<file path="src/rtl/dp_control_unit.sv">
// Fetch/decode/execute controller for the 8-bit datapath: sequences a synchronous
// instruction ROM and drives register selects, ALU op, write-back source and handshakes.
module dp_control_unit #(
  parameter int              PC_W     = 8,
  parameter logic [PC_W-1:0] RESET_PC = '0
) (
  input  logic            clock,
  input  logic            reset,
  output logic [PC_W-1:0] imem_addr,
  input  logic [11:0]     imem_data,
  output logic [2:0]      Rx,
  output logic [2:0]      Ry,
  output logic [2:0]      selOp,
  output logic [1:0]      destSrc,
  output logic            regWrite,
  input  logic            in_valid,
  output logic            in_ready,
  output logic            out_valid,
  input  logic            out_ready,
  output logic            halted
);

  typedef enum logic [2:0] {
    FETCH    = 3'd0,
    DECODE   = 3'd1,
    EXEC     = 3'd2,
    WAIT_IN  = 3'd3,
    WAIT_OUT = 3'd4,
    HALT     = 3'd5
  } stateT;

  localparam logic [3:0] OP_IN   = 4'h1;
  localparam logic [3:0] OP_MOV  = 4'h2;
  localparam logic [3:0] OP_OUT  = 4'h4;
  localparam logic [3:0] OP_JMP  = 4'h5;
  localparam logic [3:0] OP_HALT = 4'h7;

  stateT           state, stateNext;
  logic [PC_W-1:0] pc, pcNext, pcInc;
  logic [11:0]     ir;
  logic [3:0]      opcode;
  logic            writesInExec;

  // JMP target is an 8-bit field; zero-extend or truncate to the PC width.
  function automatic logic [PC_W-1:0] jmpTarget(input logic [7:0] field);
    logic [PC_W+7:0] ext;
    ext = {{PC_W{1'b0}}, field};
    return ext[PC_W-1:0];
  endfunction

  function automatic logic [1:0] decodeDestSrc(input logic [3:0] op);
    if (op[3])            return 2'b10;
    else if (op == OP_IN) return 2'b00;
    else                  return 2'b01;
  endfunction

  function automatic logic [2:0] decodeSelOp(input logic [3:0] op);
    return op[3] ? op[2:0] : 3'd0;
  endfunction

  assign imem_addr    = pc;
  assign pcInc        = pc + {{(PC_W-1){1'b0}}, 1'b1};
  assign opcode       = ir[11:8];
  assign writesInExec = opcode[3] || (opcode == OP_MOV);

  always_ff @(posedge clock) begin
    if (reset) begin
      state   <= FETCH;
      pc      <= RESET_PC;
      Rx      <= 3'd0;
      Ry      <= 3'd0;
      selOp   <= 3'd0;
      destSrc <= 2'b01;
    end else begin
      state <= stateNext;
      pc    <= pcNext;
      if (state == DECODE) begin
        Rx      <= imem_data[7:5];
        Ry      <= imem_data[4:2];
        selOp   <= decodeSelOp(imem_data[11:8]);
        destSrc <= decodeDestSrc(imem_data[11:8]);
      end
    end
  end

  // Instruction register carries data only; it is always loaded before EXEC reads it.
  always_ff @(posedge clock) begin
    if (state == DECODE) ir <= imem_data;
  end

  // Writes are masked by reset so an abandoned handshake never touches the register file.
  always_comb begin
    stateNext = state;
    pcNext    = pc;
    regWrite  = 1'b0;
    in_ready  = 1'b0;
    out_valid = 1'b0;
    halted    = 1'b0;
    case (state)
      FETCH:  stateNext = DECODE;
      DECODE: stateNext = EXEC;
      EXEC: begin
        case (opcode)
          OP_IN:   stateNext = WAIT_IN;
          OP_OUT:  stateNext = WAIT_OUT;
          OP_HALT: stateNext = HALT;
          OP_JMP: begin
            pcNext    = jmpTarget(ir[7:0]);
            stateNext = FETCH;
          end
          default: begin
            regWrite  = writesInExec && !reset;
            pcNext    = pcInc;
            stateNext = FETCH;
          end
        endcase
      end
      WAIT_IN: begin
        in_ready = 1'b1;
        if (in_valid) begin
          regWrite  = !reset;
          pcNext    = pcInc;
          stateNext = FETCH;
        end
      end
      WAIT_OUT: begin
        out_valid = 1'b1;
        if (out_ready) begin
          pcNext    = pcInc;
          stateNext = FETCH;
        end
      end
      HALT:    halted = 1'b1;
      default: stateNext = FETCH;
    endcase
  end

endmodule

</file>
<file path="config.mk">
export PLATFORM = sky130hd
export DESIGN_NAME = dp_control_unit
export DESIGN_NICKNAME = d
export VERILOG_FILES = /design/src/rtl/dp_control_unit.sv
export SDC_FILE = /design/constraint.sdc
export NUM_CORES = 1
export LEC_CHECK = 0
export CAP_MARGIN = 20
export CORE_ASPECT_RATIO = 1.5
export CORE_MARGIN = 4
export CORE_UTILIZATION = 49
export CTS_CLUSTER_SIZE = 24
export DETAILED_ROUTE_END_ITERATION = 10
export PLACE_DENSITY = 0.78
export SLEW_MARGIN = 20
export SYNTH_ARGS = -nofsm -noshare
export SYNTH_HDL_FRONTEND = slang
export SYNTH_SLANG_ARGS = --single-unit
</file>
<file path="constraint.sdc">
create_clock -name clock -period 3.07 [get_ports clock]
set_clock_uncertainty 0.2 [all_clocks]
set_input_delay 0.307 -clock clock [delete_from_list [all_inputs] [get_ports clock]]
set_output_delay 0.307 -clock clock [all_outputs]
set_load 0.01 [all_outputs]
</file>
==> summary.txt, run 1 <==
Route
  • Total number of vias: 1336
  • Post-Route WL: 3.576 mm
  • Detailed-route wire length per cell: 14.84 um
  • DRC viols: 0
  • Vias/cell: about 5.5
  • Iteration-0 DRC Markers: 46
  • Pre-antenna DRT Iters: 4
  • Post-DRT Antenna Nets: 0

Critical path
  • Crit-path slowest cell: clkdlybuf4s50_1
  • Crit-path max cell delay: roughly 0.56 ns
  • Crit Path Class: flip-flop to output pin
  • Crit path required time: roughly 2.6 ns
  • Worst path cell trace: or3b_2, a21oi_1, a21oi_1, nor3_1, clkdlybuf4s50_1
  • Setup crit end kind: output pin
  • CP dominant cell by count: a21oi_1
  • CP Max Fanout: 6
  • Arrival time of the worst setup path: 2.16 ns
  • Critical path launch point type: flip-flop

Timing
  • Max Fclk: around 370 MHz
  • Setup Viol. Count Final: 0
  • Period utilization: 0.8700
  • Hold Vio Cnt, Final: 0
  • RSZ-0062 raised after global routing: false
  • Worst slew margin: 0.5112
  • Max Slew Vio Count: 0
  • Post-layout minimum cycle time: 2.671 ns
  • Least-Margin Pin Slew: 0.7277 ns
  • Setup TNS: 0 ns

CTS
  • Resize count post-CTS: 0
  • CTS Hold Bufs: 0
  • CTS Buf Count: 5
  • CTS max path bufs: 2
  • CTS tree: done
  • Worst-Skew Late Latency: approximately 0.29 ns
  • Buffer count from post-CTS setup fixing: 0
  • H-Tree Depth: 2
  • # clock sinks: 34
  • Clock slew at reported path FFs: 0.07 ns
  • CTS root buffer: clkbuf_8

Layout
  • # diodes: 0
  • Fin nets: approximately 220
  • Layout cell share with drive strength beyond 1: 0.07426
  • Most common cell after layout, fill and taps aside: clkdlybuf4s50_1
  • Area growth from synthesis to layout: 36.26%
  • Most frequent cells in the layout: 38 x clkdlybuf4s50_1, 23 x a21oi_1, 23 x nand2_1

Run
  • Total of max-cap violations: 0

Logic synthesis
  • Synthesized instance count: 161
  • Synth cell types: 39
  • Main synth FF type: dfxtp_1
  • Yosys reg bits: 34
  • Avg Synthesized Cell Area: 9.473 sq um
  • Async set-reset flop share out of synthesis: 0
  • EDFF count, synth: 12
  • Mapped Area: between 1500 and 2000 sq um
  • Sequential area share after synthesis: 0.5250
  • Ys Warns: 0
  • Mapped Nets: 178

Run status
  • Status: finished clean

Pwr
  • Switching share of total power: 0.2350
  • Register share of total power: 0.446
  • Max VDD drop: 537.8 uV
  • Psw: 0.2754 mW
  • Leak: 0.7063 nW
  • Int Power: 0.8969 mW
  • Total power: 1.172 mW
  • Cell area power density: 564.1 nW/um^2
  • Clk pwr share: 0.428
  • Comb pwr share: 0.126

Global routing
  • GRT Util Overall: 0.1967
  • First-pass GRT wire length: 5.940 mm
  • Vias in the first global route: 1347
  • Largest net degree at the start of global routing: 24
  • Initial antenna violation count: 0
  • Gr ovfl total: 0

Floorplanning
  • Boundary Pins: 39
  • Core box area: about 2900 sq um
  • Site Rows: 24
  • Die ar.: 4088 sq um
  • Initial core utilization: 0.5183
  • Die Y-Extent: 76.33 um
  • Die Width: between 50 and 60 um

Place
  • Detailed Place HPWL: 2.582 mm
  • IO Port Bufs: 38
  • Final GP Congestion: 0.7567

Min path
  • Hold Crit Class: flip-flop to flip-flop
-- synthesized netlist by cell type, types with 4 or more instances --
library cell | count | area share
a21oi_1 | 23 | 0.075
nand2_1 | 23 | 0.057
dfxtp_1 | 22 | 0.29
edfxtp_1 | 12 | 0.24
o21ai_0 | 10 | 0.033
nor2_1 | 7 | 0.017
nand3_1 | 6 | 0.020
clkbuf_1 | 5 | 0.012
a21o_1 | 4 | 0.020
and2_1 | 4 | 0.016
nand2b_1 | 4 | 0.016
-- state kept, by name (all words and copies together) (netlist names) --
register / count
ir: 12
imem_addr: 8
Rx: 3
Ry: 3
selOp: 3
state: 3
destSrc: 2
-- cell families (layout without fill, tap and decap cells) --
logic type | count (synthesis) | after routing | synth area share
adders and majority gates | 1 | 1 | 0.008202
and+or+nand+nor | 68 | 68 | 0.2494
AOI/OAI and AO/OA | 45 | 45 | 0.1731
buffers and inverters | 10 | 51 | 0.02625
xor gates and xnor gates | 2 | 2 | 0.01149
muxes | 1 | 1 | 0.006563
DFF | 34 | 34 | 0.5250
-- final cells by class --
| cell class | count | area, sq um |
|---|---|---|
| multi-input cells | 117 | 684.4 |
| fillers | 254 | 864.6 |
| clock inverters | 3 | 68.82 |
| clock buffers | 5 | 68.82 |
| flip-flops and latches | 34 | 800.8 |
| well taps | 39 | 48.80 |
| inverters | 3 | 11.26 |
| repair buffers | 40 | 395.4 |
-- worst max-delay path, delay by kind of cell (launching register included) --
family	cells	cell delay, ns
and+or+nand+nor	2	0.65
AOI/OAI and AO/OA	2	0.20
DFF	1	0.48
buffers and inverters	1	0.56
-- power groups by stage --
| stage | Combinational (mW) | Sequential (mW) | Clock, mW |
|---|---|---|---|
| finish | 0.148 | 0.523 | 0.501 |
| global route | 0.163 | 0.527 | 0.529 |
| CTS | 0.149 | 0.523 | 0.507 |
| detailed placement | 0.147 | 0.533 | 0 |
| global placement | 0.143 | 0.531 | 0 |
| floorplan | 0.0753 | 0.532 | 0 |
-- through the flow --
stage / area [sq um] / cells / hold WS [ns] / util / setup WS [ns]
final: 2078 / 241 / 0.2593 / 0.7062 / 0.3990
after global routing: 2078 / 241 / 0.2782 / 0.7062 / 0.3003
after CTS: 2078 / 241 / 0.2617 / 0.7062 / 0.3726
after detailed placement: 1941 / 233 / 0.2512 / 0.6594 / 0.6861
after global placement: 1941 / 233 / 0.2461 / 0.6594 / 0.7210
after floorplan: 1525 / 161 / 0.1839 / - / 1.084
-- metal layers --
metal / up-vias / share of wire / global-route usage
met1: 615 / 0.40 / 0.2073
met3: 5 / 0.073 / 0.07241
li1: 663 / - / -
met2: 53 / 0.51 / 0.3206
met5: - / 0 / 0
met4: 0 / 0.018 / 0.1125
-- final timing paths --
kind	cells after the start	from	endpoint	slack [ns]
max reg2reg	4	state[0]$_SDFFE_PP0P_	selOp[1]$_SDFFE_PP0P_	0.69
min reg2reg	2	destSrc[1]$_SDFFE_PP0P_	destSrc[1]$_SDFFE_PP0P_	0.26
min	2	destSrc[1]$_SDFFE_PP0P_	destSrc[1]$_SDFFE_PP0P_	0.26
max	5	ir[10]$_DFFE_PP_	regWrite	0.40
No activity file was read; power rests on OpenSTA's default activity.
==> run 2: changes to the inputs <==
Settings changed: CTS_CLUSTER_SIZE 24 to not set.
==> results of run 2 <==
No change in the layout: final DEF, timing and power equal those of run 1.
==> run 3: changes to the inputs <==
Settings changed: GPL_ROUTABILITY_DRIVEN set to 0.
==> results of run 3 <==
No change in the layout: final DEF, timing and power equal those of run 1.
